## config.mk

```make
export PLATFORM = sky130hd
export DESIGN_NAME = calculus_grad_unit
export DESIGN_NICKNAME = d
export VERILOG_FILES = /design/src/rtl/simd_pkg.sv /design/src/rtl/fxp_round_sat.sv /design/src/rtl/calculus_grad_unit.sv
export SDC_FILE = /design/constraint.sdc
export NUM_CORES = 2
export LEC_CHECK = 0
export ABC_AREA = 0
export ABC_CLOCK_PERIOD_IN_PS = 11300
export BUFFER_PORTS_ARGS = -buffer_cell sky130_fd_sc_hd__buf_2
export CAP_MARGIN = 20
export CORE_ASPECT_RATIO = 0.6
export CORE_MARGIN = 4
export CORE_UTILIZATION = 55
export CTS_BUF_LIST = sky130_fd_sc_hd__clkbuf_16
export CTS_CLUSTER_DIAMETER = 100
export DETAILED_ROUTE_END_ITERATION = 6
export HOLD_SLACK_MARGIN = 0.03
export MAX_ROUTING_LAYER = met4
export PLACE_DENSITY = 0.67
export SYNTH_ARGS = -nofsm -noshare
export SYNTH_HDL_FRONTEND = slang
export SYNTH_SLANG_ARGS = --single-unit
```

## constraint.sdc

```tcl
create_clock -name clk -period 11.3 [get_ports clk]
set_clock_uncertainty 0.05 [all_clocks]
set_input_delay 0.565 -clock clk [delete_from_list [all_inputs] [get_ports clk]]
set_output_delay 0.565 -clock clk [all_outputs]
set_load 0.02 [all_outputs]
```

## src/rtl/simd_pkg.sv

```systemverilog
// Function-code constants shared by the SIMD lane's forward activation unit
// and its backward-pass gradient unit.
package simd_pkg;

  localparam logic [3:0] FN_RELU  = 4'b0000;
  localparam logic [3:0] FN_SCALE = 4'b0001;
  localparam logic [3:0] FN_ABS   = 4'b0010;
  localparam logic [3:0] FN_SIGN  = 4'b0011;

  typedef enum logic [1:0] {
    OP_ZERO,
    OP_RELU,
    OP_ABS,
    OP_SCALE
  } grad_op_e;

endpackage

```

## src/rtl/fxp_round_sat.sv

```systemverilog
// Round-half-up arithmetic right shift of a double-width product, saturated
// into a single-width signed result.
module fxp_round_sat #(
  parameter int BIT_WIDTH = 32,
  parameter int SHW       = $clog2(2*BIT_WIDTH)
) (
  input  logic signed [2*BIT_WIDTH-1:0] din,
  input  logic        [SHW-1:0]         shamt,
  output logic signed [BIT_WIDTH-1:0]   dout,
  output logic                          ovf
);
  localparam int PW = 2*BIT_WIDTH;
  localparam logic [BIT_WIDTH-1:0] MAXV = {1'b0, {(BIT_WIDTH-1){1'b1}}};
  localparam logic [BIT_WIDTH-1:0] MINV = {1'b1, {(BIT_WIDTH-1){1'b0}}};

  // One guard bit keeps the rounding add from wrapping at the widest shift.
  logic signed [PW:0] ext, bias, shifted;

  always_comb begin
    ext  = {din[PW-1], din};
    bias = '0;
    if (shamt != '0) bias = {{PW{1'b0}}, 1'b1} << (shamt - 1'b1);
    shifted = (ext + bias) >>> shamt;
    ovf  = ~((&shifted[PW:BIT_WIDTH-1]) | ~(|shifted[PW:BIT_WIDTH-1]));
    dout = ovf ? (shifted[PW] ? MINV : MAXV) : shifted[BIT_WIDTH-1:0];
  end

endmodule

```

## src/rtl/calculus_grad_unit.sv

```systemverilog
// Per-lane backward-pass unit: dL/dx for ReLU/abs/sign and fixed-point g*x
// scale, as a 3-stage valid/ready pipeline with a single global stall.
module calculus_grad_unit
  import simd_pkg::*;
#(
  parameter int FUNCTION_BITS = 4,
  parameter int BIT_WIDTH     = 32
) (
  input  logic                        clk,
  input  logic                        reset,
  input  logic                        in_valid,
  output logic                        in_ready,
  input  logic [FUNCTION_BITS-1:0]    fn,
  input  logic signed [BIT_WIDTH-1:0] fwd_in,
  input  logic signed [BIT_WIDTH-1:0] grad_in,
  input  logic [7:0]                  dest_integer_bits,
  input  logic [7:0]                  src1_integer_bits,
  input  logic [7:0]                  src2_integer_bits,
  output logic                        out_valid,
  input  logic                        out_ready,
  output logic signed [BIT_WIDTH-1:0] data_out,
  output logic                        sat_flag,
  input  logic                        sat_clear
);
  localparam int STAGES = 3;
  localparam int PW     = 2*BIT_WIDTH;
  localparam int SHW    = $clog2(PW);
  localparam logic [BIT_WIDTH-1:0] MAXV = {1'b0, {(BIT_WIDTH-1){1'b1}}};
  localparam logic [BIT_WIDTH-1:0] MINV = {1'b1, {(BIT_WIDTH-1){1'b0}}};

  typedef struct packed {
    grad_op_e                  op;
    logic signed [BIT_WIDTH-1:0] x;
    logic signed [BIT_WIDTH-1:0] g;
    logic [7:0]                d_int;
    logic [7:0]                s1_int;
    logic [7:0]                s2_int;
  } s1_t;

  typedef struct packed {
    logic                      is_scale;
    logic signed [PW-1:0]      prod;
    logic [SHW-1:0]            shamt;
    logic [BIT_WIDTH-1:0]      res;
    logic                      sat;
  } s2_t;

  logic [STAGES:1] vld_pipe;
  logic            en;
  s1_t             s1_d, s1_q;
  s2_t             s2_d, s2_q;

  logic signed [10:0]          s_raw;
  logic                        pos;
  logic signed [BIT_WIDTH-1:0] rs_out;
  logic                        rs_ovf;
  logic [BIT_WIDTH-1:0]        res3;
  logic                        sat3;

  assign en        = ~vld_pipe[STAGES] | out_ready;
  assign in_ready  = en;
  assign out_valid = vld_pipe[STAGES];

  // S1: operand capture and function decode
  always_comb begin
    s1_d        = '0;
    s1_d.x      = fwd_in;
    s1_d.g      = grad_in;
    s1_d.d_int  = dest_integer_bits;
    s1_d.s1_int = src1_integer_bits;
    s1_d.s2_int = src2_integer_bits;
    case (fn)
      FUNCTION_BITS'(FN_RELU):  s1_d.op = OP_RELU;
      FUNCTION_BITS'(FN_ABS):   s1_d.op = OP_ABS;
      FUNCTION_BITS'(FN_SCALE): s1_d.op = OP_SCALE;
      default:                  s1_d.op = OP_ZERO;  // sign' and unknown codes
    endcase
  end

  // S2: product, shift amount, and the select/negate path
  always_comb begin
    s2_d      = '0;
    pos       = ~s1_q.x[BIT_WIDTH-1];
    s_raw     = 11'(BIT_WIDTH) + 11'(s1_q.d_int) - 11'(s1_q.s1_int) - 11'(s1_q.s2_int);
    s2_d.prod = PW'(s1_q.x) * PW'(s1_q.g);
    case (s1_q.op)
      OP_RELU: s2_d.res = pos ? s1_q.g : '0;
      OP_ABS: begin
        if (pos)                 s2_d.res = s1_q.g;
        else if (s1_q.g == MINV) begin
          s2_d.res = MAXV;
          s2_d.sat = 1'b1;
        end else                 s2_d.res = -s1_q.g;
      end
      OP_SCALE: begin
        s2_d.is_scale = 1'b1;
        if (s_raw < 11'sd0) begin
          s2_d.shamt = '0;
          s2_d.sat   = 1'b1;
        end else if (s_raw > $signed(11'(PW-1))) s2_d.shamt = SHW'(PW-1);
        else                                      s2_d.shamt = SHW'(s_raw);
      end
      default: s2_d.res = '0;
    endcase
  end

  // S3: round/shift/saturate for scale, pass-through otherwise
  fxp_round_sat #(.BIT_WIDTH(BIT_WIDTH), .SHW(SHW)) u_round_sat (
    .din   (s2_q.prod),
    .shamt (s2_q.shamt),
    .dout  (rs_out),
    .ovf   (rs_ovf)
  );

  assign res3 = s2_q.is_scale ? rs_out : s2_q.res;
  assign sat3 = s2_q.sat | (s2_q.is_scale & rs_ovf);

  always_ff @(posedge clk) begin
    if (reset) begin
      vld_pipe <= '0;
      s1_q     <= '0;
      s2_q     <= '0;
      data_out <= '0;
      sat_flag <= 1'b0;
    end else begin
      if (en) begin
        vld_pipe <= {vld_pipe[STAGES-1:1], in_valid};
        s1_q     <= s1_d;
        s2_q     <= s2_d;
        data_out <= res3;
      end
      // clear beats a same-cycle set
      if (sat_clear)                          sat_flag <= 1'b0;
      else if (en && vld_pipe[2] && sat3)     sat_flag <= 1'b1;
    end
  end

endmodule

```

==> impl_metrics.ini <==
[synthesis]
synthArstFlopShare_pct = 0
synth_seq_area_share_pct = 8.08
ys_ff_latch = 230
ys_types = 114
syn_avg_cell_area_sq_um = 8.20
yosysTopAreaCellShare_pct = 38.1
synth_area_leaders = fa_1, dfxtp_1, nand2_1, inv_1, ha_1
synth_nets = 8412
synth_ff_type = dfxtp_1
syn-cell-area_sq_um = 57000
synth_cells = 6954
synth_edf_count = 0
synth_warnings = 0
synth_top_area_cell = fa_1

[timing]
timing.final.crit_share_pct = 87.5
hold_violations = 0
finalSetupViolCount = 0
slew_viol_final = 0
slew_headroom_pct = 12.3
setup_tns_ns = 0
tightestPinTransition_ns = 1.30
max_freq_ghz = 0.101
finalCriticalPeriod_ns = 9.89
rsz0062_at_grt = false

[floorplan]
chipHeight_microns = 257
die_w_microns = 424
core_sq_um = 103000
die_area_sq_um = 109000
rows = 91
initial_utilization_pct = 55.5
pin_count = 132

[worst_setup_path]
slowest_delay_ns = 1.00
worst-path-buf-inv = 6
cp_slowest_cell = dfxtp_1
r2r_setup_slack_ns = 1.41
r2r_cells = 31
worstPathMaxFanout = 22
worstSetupPathType = reg -> reg
r2r_start = s1_q[29]$_SDFFE_PP0N_
arrival_ns = 10.36
crit_top_cell = fa_1
cp_top_family = adder cells
critPathLaunchType = flip-flop
reg2reg_to = s2_q[101]$_SDFFE_PP0N_
end_kind = flip-flop
cp.required_ns = 11.77

[cts]
cts-resized-gates = 0
cts_setup_buffers = 0
htree_levels = 1
path_clk_slew_ns = 0.07
root_buffer = clkbuf_16
tritoncts = yes
clockBufferDepth = 3
cts_buffers = 29
clk_latency_ns = 0.66
hold_buffers = 0
numClockSinks = 230

[hold_path]
min_from = grad_in[28]
min_delay_worst_endpoint = s1_q[52]$_SDFFE_PP0N_
min_path_type = in -> reg
hold_depth = 3

[grt]
grt_start_max_net_pins = 168
antenna_found_initial = 6
grt_pass1_wl_mm = 311
grt_usage_pct = 38.2
overflow = 0
grt_pass1_vias = 49900

[pwr]
pwr-share-seq_pct = 8.6
intPower_uw = 5840
power.leakage_uw = 0.0280
p_switching_uw = 7060
pwr-share-clk_pct = 7.9
powerDensity_nw_per_um2 = 216
switching_share_pct = 54.7
vdd_ir_drop_max_mv = 0.363
combPwrFrac_pct = 83.5

[detailed_routing]
wl_mm = 200
drt_iter0_drc = 6008
dr_total_vias = 50100
drc = 1
viasPerCell = 6.08
dr.pass1.iters = 7
ant_nets = 0
wl_per_cell_microns = 24.3

[finish]
final_common_cell = nand2_1
final_cell_mix = nand2_1, inv_1, fa_1
final.fill_count = 9407
drive_above_1_share_pct = 6.78
finalNetCount = 8267
area_delta_synth_final_pct = 4.92
layoutNonFillerInstCount = 8233

[run_status]
outcome = finished with violations
violations = DRC

[placed_design]
place_hpwl_mm = 163
place_inst = 8167
portBuffers = 131
gp_congestion = 1.06

[run]
cap_viol_max_count = 0
## worst register-to-register path, delay by kind of cell, from the launching register on
family / cells / cell delay (ns)
flip-flops: 1 / 1.00
AND/OR/NAND/NOR: 6 / 0.59
adder cells (fa/ha/maj): 9 / 4.38
XOR/XNOR: 1 / 0.10
buffers and inverters: 6 / 0.58
AO/OA/AOI/OAI: 9 / 3.07
## synthesized netlist by cell type (11+ instances only)
master     number
mux4_2         12
a21oi_1       377
or2_2          11
a2111oi_0      11
nor2_1        334
a21oi_2        11
o21ai_1        50
o22ai_1        18
xor2_1         44
a211o_1        16
nor4_1         20
a22oi_1        40
nand2_2        11
a21o_1         64
fa_1         1086
nand4_1        59
nor2b_1        40
o21ai_2        12
o21bai_1       26
mux2i_1       101
nand2_1      1170
o31ai_1        19
a211oi_1       65
and3_1         25
and2_1        387
o21ai_0       176
buf_2          36
a31oi_1        33
o21a_1         28
xnor2_1        90
nor3b_1        26
ha_1          275
mux2_2         15
inv_1        1114
a221oi_1       18
nand2b_1       25
or3_1          18
dfxtp_1       230
clkbuf_1      371
nand3_1        60
nor3_1        135
o211ai_1       45
buf_1          38
## worst max path at each step
stage	cells after the start	from	slack (ns)	endpoint
after floorplan	34	s1_q[87]$_SDFFE_PP0N_	2.32	s2_q[101]$_SDFFE_PP0N_
after global placement	31	s1_q[29]$_SDFFE_PP0N_	1.69	s2_q[101]$_SDFFE_PP0N_
after detailed placement	31	s1_q[29]$_SDFFE_PP0N_	1.56	s2_q[101]$_SDFFE_PP0N_
after CTS	31	s1_q[29]$_SDFFE_PP0N_	1.51	s2_q[101]$_SDFFE_PP0N_
after global routing	30	s1_q[29]$_SDFFE_PP0N_	0.89	s2_q[101]$_SDFFE_PP0N_
final	31	s1_q[29]$_SDFFE_PP0N_	1.41	s2_q[101]$_SDFFE_PP0N_
## power by group through the flow
stage          sequential, uW  combinational (uW)  clock [uW]
2_1_floorplan            1030                7720           0
3_3_place_gp             1130               10300           0
3_5_place_dp             1130               10500           0
4_1_cts                  1110               10600        1030
5_1_grt                  1120               12000        1070
6_report                 1110               10800        1020
## routing by layer
layer	track usage (%)	part of all wire [%]
met5	-	0
met2	49.5	39
met4	9.92	3.1
met1	56.7	45
met3	12.4	14
## final cells by class
type / count / area [sq um] / area share [%]
Multi-Input combinational cell: 5146 / 46400 / 77.5
Antenna cell: 6 / 15.0 / 0.0251
Sequential cell: 230 / 4610 / 7.71
Tap cell: 1395 / 1750 / 2.92
Clock inverter: 25 / 246 / 0.412
Clock buffer: 29 / 726 / 1.21
Inverter: 1118 / 4200 / 7.02
Timing Repair Buffer: 284 / 1880 / 3.15
## per-stage QoR
step,utilization (%),cell area (sq um),setup slack [ns],hold slack [ns],power (uW)
3_5_place_dp,57.1,58800,1.56,0.395,11600
5_1_grt,58.2,59800,0.889,0.0884,14200
6_report,58.2,59800,1.41,0.0951,12900
3_3_place_gp,57.1,58700,1.69,0.391,11500
2_1_floorplan,-,57000,2.32,0.382,8750
4_1_cts,58.1,59700,1.51,0.0652,12700
## registers in the layout, indices dropped and copies added (netlist names)
name	count
s2_q	104
s1_q	90
data_out	32
vld_pipe	3
sat_flag	1
## cell families after synthesis
family                   count (synthesis)  share of synthesized area (%)
AO/OA/AOI/OAI                         1147                           13.1
XOR/XNOR                               134                           2.06
adder cells (fa/ha/maj)               1361                           44.2
buffers and inverters                 1578                           10.6
flip-flops                             230                           8.08
multiplexers                           128                           2.54
other                                    1                        0.00658
AND/OR/NAND/NOR                       2375                           19.4
(Power assumes the default switching activity.)
